### config.mk
export PLATFORM = sky130hd
export DESIGN_NAME = regfile_wb_arbiter
export DESIGN_NICKNAME = d
export VERILOG_FILES = /design/src/rtl/regfile_wb_arbiter.sv
export SDC_FILE = /design/constraint.sdc
export NUM_CORES = 1
export LEC_CHECK = 0
export BUFFER_PORTS_ARGS = -buffer_cell sky130_fd_sc_hd__buf_2
export CELL_PAD_IN_SITES_DETAIL_PLACEMENT = 2
export CELL_PAD_IN_SITES_GLOBAL_PLACEMENT = 2
export CORE_AREA = 2 2 122 124
export CTS_CLUSTER_DIAMETER = 40
export DETAILED_ROUTE_END_ITERATION = 16
export DIE_AREA = 0 0 124 126
export GPL_ROUTABILITY_DRIVEN = 0
export PLACE_DENSITY = 0.93
export SLEW_MARGIN = 20
export SYNTH_ARGS = -nofsm -noshare
export SYNTH_HDL_FRONTEND = slang
export SYNTH_SLANG_ARGS = --single-unit
### constraint.sdc
create_clock -name clk -period 4.35 [get_ports clk]
set_input_delay 0.435 -clock clk [delete_from_list [all_inputs] [get_ports clk]]
set_output_delay 0.435 -clock clk [all_outputs]
set_load 0.02 [all_outputs]
### src/rtl/regfile_wb_arbiter.sv
// Register-file writeback arbiter between single-cycle ALU and multi-cycle MUL/DIV results,
// with a pending-destination scoreboard. Define REGFILE_WB_RR_EN for round-robin conflict policy.
module regfile_wb_arbiter (
  input  logic        clk,
  input  logic        rst_n,
  input  logic        alu_valid,
  input  logic [4:0]  alu_rdi,
  input  logic [31:0] alu_rd,
  output logic        alu_ready,
  input  logic        md_valid,
  input  logic [4:0]  md_rdi,
  input  logic [31:0] md_rd,
  output logic        md_ready,
  input  logic        iss_valid,
  input  logic [4:0]  iss_rdi,
  output logic        iss_ready,
  input  logic [4:0]  rsi1,
  input  logic [4:0]  rsi2,
  output logic        hazard,
  output logic [4:0]  rdi,
  output logic [31:0] rd,
  output logic        write_enable,
  output logic [31:0] pending
);

  logic [31:0] pending_q, pending_d;
  logic [4:0]  rdi_q, rdi_d;
  logic [31:0] rd_q, rd_d;
  logic        we_q, we_d;
  logic        alu_stall, conflict, md_wins;
  logic        alu_fire, md_fire, iss_fire;

`ifdef REGFILE_WB_RR_EN
  typedef enum logic {GRANT_ALU, GRANT_MD} grant_e;
  grant_e last_grant_q, last_grant_d;

  always_ff @(posedge clk or negedge rst_n) begin
    if (!rst_n) last_grant_q <= GRANT_ALU;
    else        last_grant_q <= last_grant_d;
  end

  // A conflict always completes a transfer for the winner, so the grant can advance unconditionally.
  always_comb begin
    last_grant_d = last_grant_q;
    if (conflict) last_grant_d = md_wins ? GRANT_MD : GRANT_ALU;
  end

  assign md_wins = (last_grant_q == GRANT_ALU);
`else
  assign md_wins = 1'b1;
`endif

  always_comb begin
    alu_stall = (alu_rdi != '0) && pending_q[alu_rdi];
    conflict  = md_valid && alu_valid && !alu_stall;
    alu_ready = !alu_stall && !(conflict && md_wins);
    md_ready  = !(conflict && !md_wins);
    iss_ready = !((iss_rdi != '0) && pending_q[iss_rdi]);
    hazard    = ((rsi1 != '0) && pending_q[rsi1]) || ((rsi2 != '0) && pending_q[rsi2]);
  end

  assign alu_fire = alu_valid && alu_ready;
  assign md_fire  = md_valid && md_ready;
  assign iss_fire = iss_valid && iss_ready;

  always_comb begin
    we_d  = 1'b0;
    rdi_d = rdi_q;
    rd_d  = rd_q;
    if (md_fire) begin
      we_d  = (md_rdi != '0);
      rdi_d = md_rdi;
      rd_d  = md_rd;
    end else if (alu_fire) begin
      we_d  = (alu_rdi != '0);
      rdi_d = alu_rdi;
      rd_d  = alu_rd;
    end
  end

  // Clear before set: a fresh issue to an index being retired leaves it reserved.
  always_comb begin
    pending_d = pending_q;
    if (md_fire) pending_d[md_rdi] = 1'b0;
    if (iss_fire && (iss_rdi != '0)) pending_d[iss_rdi] = 1'b1;
    pending_d[0] = 1'b0;
  end

  always_ff @(posedge clk or negedge rst_n) begin
    if (!rst_n) begin
      pending_q <= '0;
      rdi_q     <= '0;
      rd_q      <= '0;
      we_q      <= 1'b0;
    end else begin
      pending_q <= pending_d;
      rdi_q     <= rdi_d;
      rd_q      <= rd_d;
      we_q      <= we_d;
    end
  end

  assign pending      = pending_q;
  assign rdi          = rdi_q;
  assign rd           = rd_q;
  assign write_enable = we_q;

endmodule
== After elaboration in Yosys (flattened, before gate mapping) ==
Index checks and enable logic that the tools add are counted.
Widths: inputs -> output; s select.
Word-level totals
  register bits after elaboration: 69
  input bits: 94
  output and inout bits: 74
Operators by class
  magnitude comparators: 7
  multiplexer cells: 20
  bitwise gates (word level): 3
  reduce and logical (&&, ||, !) cells: 22
Operator list (count)
  $mux 32: 4
  $and 32x32->32: 1
  $not 32->32: 1
  $or 32x32->32: 1
  $lt 5x6->1 const B: 5
  $reduce_bool 5->1: 5
  $bmux 1 s5: 4
  $logic_and 1x1->1: 12
  $demux 1 s5: 2
  $ge 5x1->1 const B: 2
  $mux 5: 2
  $mux 1: 8
  $logic_not 1->1: 3
  $reduce_bool 2->1: 1
  $logic_or 1x1->1: 1

== Depth between registers and ports, before layout ==
Gate-level depths: netlist of run 1.
  word-level depth: 10
  depth in mapped cells: 10
  mapped depth without buffers: 6

== Worst setup path before layout of run 1 ==
OpenSTA, ideal clock, no wires.
  path kind: input-to-output
  start: in rsi2[0]
  end: out hazard
  arrival time: 2.139 ns
  setup slack: 1.776 ns
  cell stages on the path: 5
  path buffers: 1
  path through: clkbuf_1 > mux4_2 > mux4_2 > o21ai_0 > nand2_1
Between the ends
  longest elaborated chain between the ends: 4
RTL lines
  from (decl): RTL line 18  | input logic [4:0] rsi2,
  $bmux 1 s5: RTL line 59  | hazard = ((rsi1 != '0) && pending_q[rsi1]) || ((rsi2 != '0) && pending_q[rsi2]);
  $mux 1 (implied by the code): RTL line 59
  $logic_and 1x1->1 *: RTL line 59
  $logic_or 1x1->1 *: RTL line 59
  to (decl): RTL line 19  | output logic hazard,
Every way passes the cells marked *; elsewhere a longest branch is shown, timed or not. The select of a mux whose other input is x is not followed.

== Worst setup path after layout of run 1 ==
  start: in iss_rdi[0]
  end: out iss_ready
Between the ends
  longest elaborated chain between the ends: 4
RTL lines
  from (decl): RTL line 15  | input logic [4:0] iss_rdi,
  $bmux 1 s5: RTL line 58  | iss_ready = !((iss_rdi != '0) && pending_q[iss_rdi]);
  $mux 1 (implied by the code): RTL line 58
  $logic_and 1x1->1 *: RTL line 58
  $logic_not 1->1 *: RTL line 58
  to (decl): RTL line 16  | output logic iss_ready,
Marked as above.

==> reports/summary.log, run 1 <==
qor: critical_path.timing.critical_path.to_type primary output
qor: routing.remaining_drc_errors 0
qor: clock_network.tritoncts built
qor: critical_path.critPathBufInv 2
qor: die.initial_core_util 0.3037
qor: synth.ys.flop_type sky130_fd_sc_hd__dfrtp_1
qor: synth.avgSynthCellArea 9.768 sq um
qor: clock_network.later_pin_clock_latency_in_the_skew_report 330 ps
qor: clock_network.cts_inserted_buffers 9
qor: grt.grt_max_degree 62
qor: critical_path.timing.setup.critical_path_class primary input to primary output
qor: routing.drt-pass1-iter-count 4
qor: routing.antenna_left 0
qor: critical_path.cp.arrival 2280 ps
qor: die.die_width 124 um
qor: synth.yosysMostFrequentCell sky130_fd_sc_hd__o21ai_0
qor: timing.setup_violations 0
qor: die.floorplan.core_area 14310 sq um
qor: clock_network.cts_resized 0
qor: synth.ys_ff_latch 69
qor: clock_network.root_buffer sky130_fd_sc_hd__clkbuf_16
qor: synth.netlist.top_cell.by_area sky130_fd_sc_hd__dfrtp_1
qor: timing.rsz_0062_raised_after_global_routing false
qor: placed_design.place.detailed.hpwl 13650 um
qor: critical_path.cell_depth_of_the_worst_flop_to_flop_path 7
qor: critical_path.critPathRequiredTime 3910 ps
qor: clock_network.ctsLongestPathBuffers 2
qor: hold_path.hold_path.class primary input to asynchronous set/reset pin
qor: critical_path.regToRegSetupSlack 1950 ps
qor: clock_network.worst_setup_hold_path_clk_slew 50 ps
qor: critical_path.critical_path.max_fanout 17
qor: timing.maxSlewViolCount 0
qor: grt.grt.overflow.total 0
qor: timing.timing_worst_slew_pin_value 976.7 ps
qor: layout.post_route_cells_drive_above_1_share 0.3769
qor: pwr.irDropWorstVdd 0.0001906 V
qor: critical_path.worst_r2r_startpoint pending[23]
qor: die.pin_count 168
qor: critical_path.worst_setup_start_kind primary input
qor: critical_path.worstPathCellList buf_2, mux4_2, and3_1, nor4_4, o21a_1, buf_2
qor: layout.final_core_util 0.3869
qor: routing.postRouteWirelength 18330 um
qor: timing.fmax 368.5 MHz
qor: grt.first_global_vias 4844
qor: die.floorplan.rows 44
qor: grt.grt.total_usage 0.2339
qor: timing.finalHoldViolCount 0
qor: layout.nNetsFinal 679
qor: synth.area_of_the_mapped_netlist 4347 sq um
qor: critical_path.critical_path.slowest_cell sky130_fd_sc_hd__mux4_2
qor: clock_network.cts_post_setup_buffers_inserted 0
qor: synth.synth-warning-count 0
qor: clock_network.htree_levels 3
qor: die.die_outline_area 15620 sq um
qor: layout.n_fill_cell 1584
qor: critical_path.worst_path_most_repeated_cell sky130_fd_sc_hd__buf_2
qor: pwr.leakage 2.342 nW
qor: routing.routed_via_density 5.683
qor: routing.routedWlPerCell 23.68 um
qor: clock_network.clkSinkCount 69
qor: synth.list_of_most_frequent_post_synthesis_cells 101 x sky130_fd_sc_hd__o21ai_0, 69 x sky130_fd_sc_hd__dfrtp_1, 39 x sky130_fd_sc_hd__nor2b_1
qor: routing.drt_iter0_drc 231
qor: grt.grt_antenna_before_repair 1
qor: timing.setup_tns 0 ps
qor: synth.synth_enable_flop_cells 0
qor: synth.mappedNetlistNets 539
qor: synth.synth_seq_area_share 0.3972
qor: timing.min_period_over_period 0.6238
qor: placed_design.count_of_port_buffers_added_during_placement 165
qor: layout.syn_to_final_growth 27.40%
qor: pwr.cellPowerDensity 453.6 nW/um^2
qor: timing.finalClockSkew 5.820 ps
qor: routing.vias_after_detailed_routing 4399
qor: timing.fin_crit 2713 ps
qor: synth.yosysUniqueCellTypes 41
qor: synth.async_flop_share 1.000
qor: flow_run.max_cap_violations 0
qor: clock_network.cts_hold_buf 0
qor: synth.syn-instance-count 445
qor: critical_path.worst_reg2reg_endpoint rd[17]
qor: die.die_height 126 um
qor: outcome.result_of_the_run completed
qor: synth.synth_top_cell_area_share 0.3972
qor: timing.worst_slew_margin_rel 0.3449
qor: grt.grt_pass1_wl 27700 um
qor: critical_path.biggest_cell_delay_along_the_critical_path 540 ps
qor: critical_path.crit_family simple AND/OR/NAND/NOR gates
qor: synth.synth_area_leaders sky130_fd_sc_hd__dfrtp_1 40%, sky130_fd_sc_hd__mux4_2 15%, sky130_fd_sc_hd__o21ai_0 12%, sky130_fd_sc_hd__nor2b_1 5.6%, sky130_fd_sc_hd__a31oi_1 5.3%
## cell type report
class,count,area [sq um],share of cell area
Clock inverter,1,5.005,0.0009038
Clock buffer,14,274.0,0.04948
Antenna cell,1,2.502,0.0004519
Inverter,4,15.01,0.002711
Multi-Input combinational cell,331,2421,0.4372
Tap cell,184,230.2,0.04157
Timing Repair Buffer,170,863.3,0.1559
Sequential cell,69,1727,0.3118
## layer usage
| metal | global-route usage | share of wire |
|---|---|---|
| met1 | 0.2887 | 0.42 |
| met2 | 0.4043 | 0.49 |
| met3 | 0.05299 | 0.071 |
| met4 | 0.07138 | 0.019 |
| met5 | 0 | 0 |
## flip-flops by register name, summed over array words and instances (netlist names)
| signal | flops |
|---|---|
| pending | 31 |
| write_enable | 1 |
| rd | 32 |
| rdi | 5 |
## layout by cell type (no fill, tap or decap), types with 5 or more instances in the layout
cell type,count
sky130_fd_sc_hd__mux2i_1,9
sky130_fd_sc_hd__buf_2,165
sky130_fd_sc_hd__nand3b_1,9
sky130_fd_sc_hd__nor2_1,7
sky130_fd_sc_hd__a31oi_1,36
sky130_fd_sc_hd__mux4_2,29
sky130_fd_sc_hd__nand2_1,16
sky130_fd_sc_hd__a21oi_1,38
sky130_fd_sc_hd__nor2b_1,39
sky130_fd_sc_hd__o21ai_0,101
sky130_fd_sc_hd__buf_4,5
sky130_fd_sc_hd__nand3_1,7
sky130_fd_sc_hd__clkbuf_16,9
sky130_fd_sc_hd__dfrtp_1,69
## cells by family after synthesis
logic type | share of synthesized area
AO/OA/AOI/OAI | 0.2340
other | 0.001728
flip-flops | 0.3972
multiplexers | 0.1813
buffers and inverters | 0.04721
AND/OR/NAND/NOR | 0.1385
## how the worst max path moves through the flow
stage	cells past startpoint	startpoint	endpoint
floorplan	5	rsi2[0]	hazard
CTS	6	iss_rdi[0]	iss_ready
finish	6	iss_rdi[0]	iss_ready
global route	6	iss_rdi[0]	iss_ready
global placement	7	iss_rdi[0]	iss_ready
detailed placement	8	alu_rdi[0]	rdi[4]
## through the flow
step	instance area, sq um	worst slack (ps)	instances	total power [mW]	hold WS [ps]
after floorplan	4347	1776	445	1.426	139.4
after global placement	5256	1666	758	1.746	521.9
after detailed placement	5256	1543	758	1.824	538.3
after CTS	5535	1628	773	2.534	259.5
after global routing	5535	1499	773	2.643	306.8
final	5538	1637	774	2.512	240.5
## where the power goes
| group | internal [mW] | total (mW) | switching (mW) |
|---|---|---|---|
| combinational | 0.358 | 0.870 | 0.511 |
| sequential | 0.757 | 0.952 | 0.194 |
| clock | 0.429 | 0.691 | 0.262 |
Power figures use the tool's default switching activity.
==> run 2: changes to the inputs <==
--- a/config.mk
+++ b/config.mk
@@ -8,12 +8,12 @@
 export BUFFER_PORTS_ARGS = -buffer_cell sky130_fd_sc_hd__buf_2
 export CELL_PAD_IN_SITES_DETAIL_PLACEMENT = 2
 export CELL_PAD_IN_SITES_GLOBAL_PLACEMENT = 2
-export CORE_AREA = 2 2 122 124
+export CORE_AREA = 2 2 133 135
 export CTS_CLUSTER_DIAMETER = 40
 export DETAILED_ROUTE_END_ITERATION = 16
-export DIE_AREA = 0 0 124 126
+export DIE_AREA = 0 0 135 137
 export GPL_ROUTABILITY_DRIVEN = 0
-export PLACE_DENSITY = 0.93
+export PLACE_DENSITY = 0.84
 export SLEW_MARGIN = 20
 export SYNTH_ARGS = -nofsm -noshare
 export SYNTH_HDL_FRONTEND = slang
==> constraint.sdc (replaced) <==
create_clock -name clk -period 2.4 [get_ports clk]
set_input_delay 0.24 -clock clk [delete_from_list [all_inputs] [get_ports clk]]
set_output_delay 0.24 -clock clk [all_outputs]
set_load 0.02 [all_outputs]
==> run 2 against run 1 <==
The flow now finishes with violations (setup timing). Largest power group is now combinational cells. Combinational power rose by 110%. Critical path depth did not move. Setup slack got worse by 1800 ps. Sequential share of layout area fell by 1.5 points. Non-clock buffer count rose by 22. Critical path type is now flop to primary output. Count of clock-buffer cells in the layout fell by 3. Routed wire length rose by 3.1%. Sequential power rose by 76%.
==> reports/summary.log, run 2 (synthesis results as in run 1) <==
qor: outcome.result_of_the_run finished with violations
qor: outcome.failing_checks setup timing
qor: critical_path.cp.arrival 2290 ps
qor: layout.leading_cell_type_in_the_layout_fill_and_taps_excluded sky130_fd_sc_hd__buf_2
qor: timing.fmax 395.0 MHz
qor: pwr.leakage 2.467 nW
qor: die.die_outline_area 18500 sq um
qor: timing.post-route-worst-setup-slack -131.3 ps
qor: grt.grt_max_degree 77
qor: flow_run.max_cap_violations 0
qor: critical_path.timing.critical_path.to_type primary output
qor: layout.mostFrequentLayoutCells 162 x sky130_fd_sc_hd__buf_2, 100 x sky130_fd_sc_hd__o21ai_0, 61 x sky130_fd_sc_hd__dfrtp_1
qor: timing.finalHoldWorstSlack 26.98 ps
qor: die.floorplan.rows 48
qor: timing.rsz_0062_raised_after_global_routing true
qor: pwr.cellPowerDensity 825.3 nW/um^2
qor: timing.setup_violations 1
qor: layout.syn_to_final_growth 34.60%
qor: die.floorplan.core_area 17060 sq um
qor: layout.nNetsFinal 701
qor: grt.grt_pass1_wl 29240 um
qor: layout.insertedDiodeCount 0
qor: grt.grt_antenna_before_repair 1
qor: routing.routed_via_density 5.444
qor: critical_path.critical_path.slowest_cell sky130_fd_sc_hd__mux4_2
qor: hold_path.hold_path.class primary input to asynchronous set/reset pin
qor: critical_path.biggest_cell_delay_along_the_critical_path 490 ps
qor: placed_design.count_of_port_buffers_added_during_placement 165
qor: routing.drt-pass1-iter-count 4
qor: grt.grt.overflow.total 0
qor: routing.antenna_left 0
qor: critical_path.critPathRequiredTime 2160 ps
qor: routing.remaining_drc_errors 0
qor: clock_network.later_pin_clock_latency_in_the_skew_report 350 ps
qor: layout.flip_flop_count_of_the_largest_register_all_copies_and_words_added 32
qor: routing.drt_iter0_drc 195
qor: clock_network.tritoncts built
qor: timing.fin_crit 2531 ps
qor: clock_network.cts_hold_buf 0
qor: placed_design.place.detailed.hpwl 14320 um
qor: critical_path.worstPathCellList buf_6, mux4_2, mux4_2, mux2i_1, nand2_1, buf_6
qor: die.initial_core_util 0.2548
qor: routing.vias_after_detailed_routing 4557
qor: timing.finalHoldViolCount 0
qor: clock_network.clkSinkCount 69
qor: die.die_width 135 um
qor: layout.finalNonFillerCells 837
qor: grt.first_global_vias 5204
qor: pwr.irDropWorstVdd 0.0003756 V
qor: grt.grt.total_usage 0.2079
qor: clock_network.worst_setup_hold_path_clk_slew 60 ps
qor: timing.worst_slew_margin_rel 0.3853
qor: clock_network.root_buffer sky130_fd_sc_hd__clkbuf_16
qor: timing.timing_worst_slew_pin_value 922.0 ps
qor: pwr.total_power 4.828 mW
qor: layout.post_route_cells_drive_above_1_share 0.4216
qor: clock_network.cts_inserted_buffers 9
qor: die.pin_count 168
qor: clock_network.htree_levels 3
qor: critical_path.critPathLaunch pending[7]
qor: placed_design.dpl_cell_area 5451 sq um
qor: critical_path.worst_r2r_startpoint pending[6]
qor: critical_path.critical_path.max_fanout 5
qor: critical_path.cell_depth_of_the_worst_flop_to_flop_path 8
qor: routing.postRouteWirelength 18900 um
qor: critical_path.timing.setup.critical_path_class flop to primary output
qor: timing.finalClockSkew 6.629 ps
qor: critical_path.worst_setup_start_kind flop
qor: timing.min_period_over_period 1.055
qor: clock_network.ctsLongestPathBuffers 2
qor: timing.maxSlewViolCount 0
qor: placed_design.numPlacedInstances 815
qor: layout.postLayoutCellArea 5851 sq um
qor: routing.routedWlPerCell 22.58 um
qor: die.die_height 137 um
run 2: final cells by class:
class / count / area (sq um)
Clock buffer: 11 / 242.7
Clock inverter: 5 / 50.05
Fill cell: 1905 / 11210
Inverter: 4 / 15.01
Multi-Input combinational cell: 331 / 2454
Sequential cell: 69 / 1737
Tap cell: 225 / 281.5
Timing Repair Buffer: 192 / 1071
run 2: worst paths after layout:
path,endpoint,slack (ps)
worst min register to register,rdi[3],550
min in group clk,rd[8],150
worst max register to register,pending[6],100
worst min-delay path,pending[18],30
max in group asynchronous,pending[28],1730
worst max-delay path,hazard,-130
run 2: power by group:
group | internal [mW] | total, mW | switching [mW]
registers | 1.38 | 1.68 | 0.304
clock network | 0.826 | 1.35 | 0.528
logic | 0.771 | 1.79 | 1.02
total | 2.98 | 4.83 | 1.85
run 2: timing repair:
| item | in CTS | in global routing |
|---|---|---|
| resized for setup | 18 | 4 |
| buffers inserted | 2 | 4 |
| pin swaps | 2 | 2 |
| endpoints found under the setup margin | 3 | 3 |
run 2: worst max-delay path: cells and delay by family, from the launching register on:
family | cells | cell delay [ps]
flops | 1 | 390
simple gates | 1 | 100
buf+inv | 2 | 280
mux | 3 | 1160
run 2: metal layers:
layer  share of wire  track usage  routed length [um]
met1            0.40       0.2379                7566
met2            0.51       0.3810                9668
met3           0.061      0.03667                1162
met4           0.026      0.08854                 488
met5         0.00058            0                  11
run 2: through the flow:
step | worst slack [ps] | TNS (ps) | util
after detailed placement | 16.30 | 0 | 0.3196
after floorplan | 215.8 | 0 | -
after CTS | -131.5 | -131.5 | 0.3402
final | -131.3 | -131.3 | 0.3430
after global placement | 84.42 | 0 | 0.3196
after global routing | -189.3 | -196.7 | 0.3430
==> run 3: changes to the inputs <==
--- a/config.mk
+++ b/config.mk
@@ -8,11 +8,12 @@
 export BUFFER_PORTS_ARGS = -buffer_cell sky130_fd_sc_hd__buf_2
 export CELL_PAD_IN_SITES_DETAIL_PLACEMENT = 2
 export CELL_PAD_IN_SITES_GLOBAL_PLACEMENT = 2
-export CORE_AREA = 2 2 133 135
+export CORE_AREA = 2 2 109 164
 export CTS_CLUSTER_DIAMETER = 40
 export DETAILED_ROUTE_END_ITERATION = 16
-export DIE_AREA = 0 0 135 137
+export DIE_AREA = 0 0 111 166
 export GPL_ROUTABILITY_DRIVEN = 0
+export HOLD_SLACK_MARGIN = 0.15
 export PLACE_DENSITY = 0.84
 export SLEW_MARGIN = 20
 export SYNTH_ARGS = -nofsm -noshare
==> run 3 against run 2 <==
The flow still finishes with violations (setup timing). Design area rose by 2.5%. Via count rose by 2.6%. Total power rose by 2.3%. Core utilization rose by 0.88 points. Combinational power rose by 5%. Die area fell by 0.37%. Critical path type unchanged. Critical endpoint unchanged.
==> reports/summary.log, run 3 (synthesis results as in run 1) <==
qor: layout.syn_to_final_growth 38.03%
qor: pwr.leakage 2.517 nW
qor: layout.postLayoutCellArea 6000 sq um
qor: outcome.result_of_the_run finished with violations
qor: grt.grt_pass1_wl 31350 um
qor: critical_path.critical_path.max_fanout 3
qor: die.die_outline_area 18430 sq um
qor: timing.rsz_0062_raised_after_global_routing true
qor: clock_network.tritoncts built
qor: outcome.failing_checks setup timing
qor: layout.finalNonFillerCells 837
qor: timing.fin_crit 2511 ps
qor: routing.detailroute.wirelength.met3 1122 um
qor: clock_network.later_pin_clock_latency_in_the_skew_report 340 ps
qor: die.pin_count 168
qor: routing.routed_via_density 5.585
qor: layout.insertedDiodeCount 0
qor: clock_network.cts_inserted_buffers 9
qor: placed_design.dpl_cell_area 5444 sq um
qor: die.floorplan.core_area 17050 sq um
qor: die.initial_core_util 0.2549
qor: grt.first_global_vias 5295
qor: clock_network.clkSinkCount 69
qor: layout.n_fill_cell 1917
qor: routing.routedWlPerCell 24.13 um
qor: layout.nNetsFinal 713
qor: grt.grt.total_usage 0.2195
qor: layout.mostFrequentLayoutCells 162 x sky130_fd_sc_hd__buf_2, 98 x sky130_fd_sc_hd__o21ai_0, 58 x sky130_fd_sc_hd__dfrtp_1
qor: die.floorplan.rows 59
qor: grt.grt.overflow.total 0
qor: routing.met1_length 7365 um
qor: timing.min_period_over_period 1.046
qor: layout.final_core_util 0.3518
qor: clock_network.root_buffer sky130_fd_sc_hd__clkbuf_16
qor: pwr.irDropWorstVdd 0.0002983 V
qor: die.die_width 111 um
qor: routing.drt-pass1-iter-count 4
qor: routing.vias_after_detailed_routing 4675
qor: timing.fmax 398.2 MHz
qor: routing.antenna_left 0
qor: timing.post-route-worst-setup-slack -111.1 ps
qor: critical_path.timing.setup.critical_path_class flop to primary output
qor: routing.postRouteWirelength 20200 um
qor: critical_path.timing.critical_path.to_type primary output
qor: timing.worst_slew_margin_rel 0.5271
qor: die.die_height 166 um
qor: routing.met2_wirelength 11020 um
qor: clock_network.ctsLongestPathBuffers 2
qor: pwr.cellPowerDensity 823.6 nW/um^2
qor: routing.dr.max_layer_used met4
qor: critical_path.worst_setup_start_kind flop
qor: routing.remaining_drc_errors 0
qor: flow_run.max_cap_violations 0
qor: layout.post_route_cells_drive_above_1_share 0.4327
qor: routing.drt_iter0_drc 314
qor: critical_path.cp.arrival 2270 ps
qor: timing.maxSlewViolCount 0
qor: timing.timing_worst_slew_pin_value 709.3 ps
qor: layout.leading_cell_type_in_the_layout_fill_and_taps_excluded sky130_fd_sc_hd__buf_2
qor: timing.finalHoldViolCount 0
qor: hold_path.hold_path.class primary input to flop
qor: clock_network.htree_levels 3
qor: grt.grt_antenna_before_repair 0
qor: placed_design.numPlacedInstances 801
qor: placed_design.place.detailed.hpwl 14690 um
qor: placed_design.count_of_port_buffers_added_during_placement 165
qor: layout.flip_flop_count_of_the_largest_register_all_copies_and_words_added 32
qor: critical_path.critPathRequiredTime 2160 ps
qor: timing.setup_violations 2
qor: timing.finalClockSkew 7.131 ps
qor: grt.grt_max_degree 77
qor: clock_network.worst_setup_hold_path_clk_slew 60 ps
[run 3: where the power goes]
part | switching, mW | total [mW] | internal [mW]
Combinational | 1.06 | 1.88 | 0.823
Sequential | 0.289 | 1.67 | 1.38
Clock | 0.551 | 1.39 | 0.834
Total | 1.90 | 4.94 | 3.04
[run 3: layout make-up]
type	count	area, sq um	share of cell area
well taps	213	266.5	0.04442
repair buffers	204	1210	0.2017
clock inverters	5	60.06	0.01001
inverters	4	15.01	0.002503
multi-input cells	331	2465	0.4108
flip-flops and latches	69	1740	0.2901
clock buffers	11	242.7	0.04046
[run 3: per-stage QoR]
stage / power (mW) / setup WS (ps) / hold slack, ps / setup TNS (ps)
after floorplan: 2.585 / 215.8 / -55.59 / 0
after global placement: 3.249 / 120.2 / 251.5 / 0
after detailed placement: 3.378 / 23.05 / 259.4 / 0
after global routing: 5.183 / -162.6 / 160.6 / -240.5
final: 4.941 / -111.1 / 156.2 / -149.2
after CTS: 4.940 / -97.50 / 152.8 / -163.8
[run 3: per-layer routing]
metal / vias to the layer above / GRT usage
li1: 2032 / -
met1: 2377 / 0.2414
met2: 219 / 0.4102
met3: 47 / 0.04234
met4: 0 / 0.08804
met5: - / 0
[run 3: timing repair]
item	in CTS	in global routing
pin swaps	2	3
endpoints found under the setup margin	3	8
hold buffers	6	0
buffers inserted	12	2
endpoints found under the hold margin	24	0
gates cloned	1	0
resized for setup	13	17
[run 3: final timing paths]
path | startpoint | endpoint | slack, ps | cells past startpoint
max | pending[17] | hazard | -110 | 6
min | md_rd[19] | rd[19] | 160 | 3
max reg2reg | pending[23] | rd[4] | 60 | 9
min reg2reg | rd[25] | rd[25] | 530 | 2
max in group asynchronous | rst_n | write_enable | 1320 | 3
min in group asynchronous | rst_n | rd[17] | 410 | 2
[run 3: critical path, stage by stage, from the launching register on]
cell and delay [ps]:
sky130_fd_sc_hd__dfrtp_1 430, sky130_fd_sc_hd__buf_6 150, sky130_fd_sc_hd__mux4_2 460, sky130_fd_sc_hd__mux4_2 470
sky130_fd_sc_hd__mux2i_1 180, sky130_fd_sc_hd__nand2_1 100, sky130_fd_sc_hd__buf_6 140
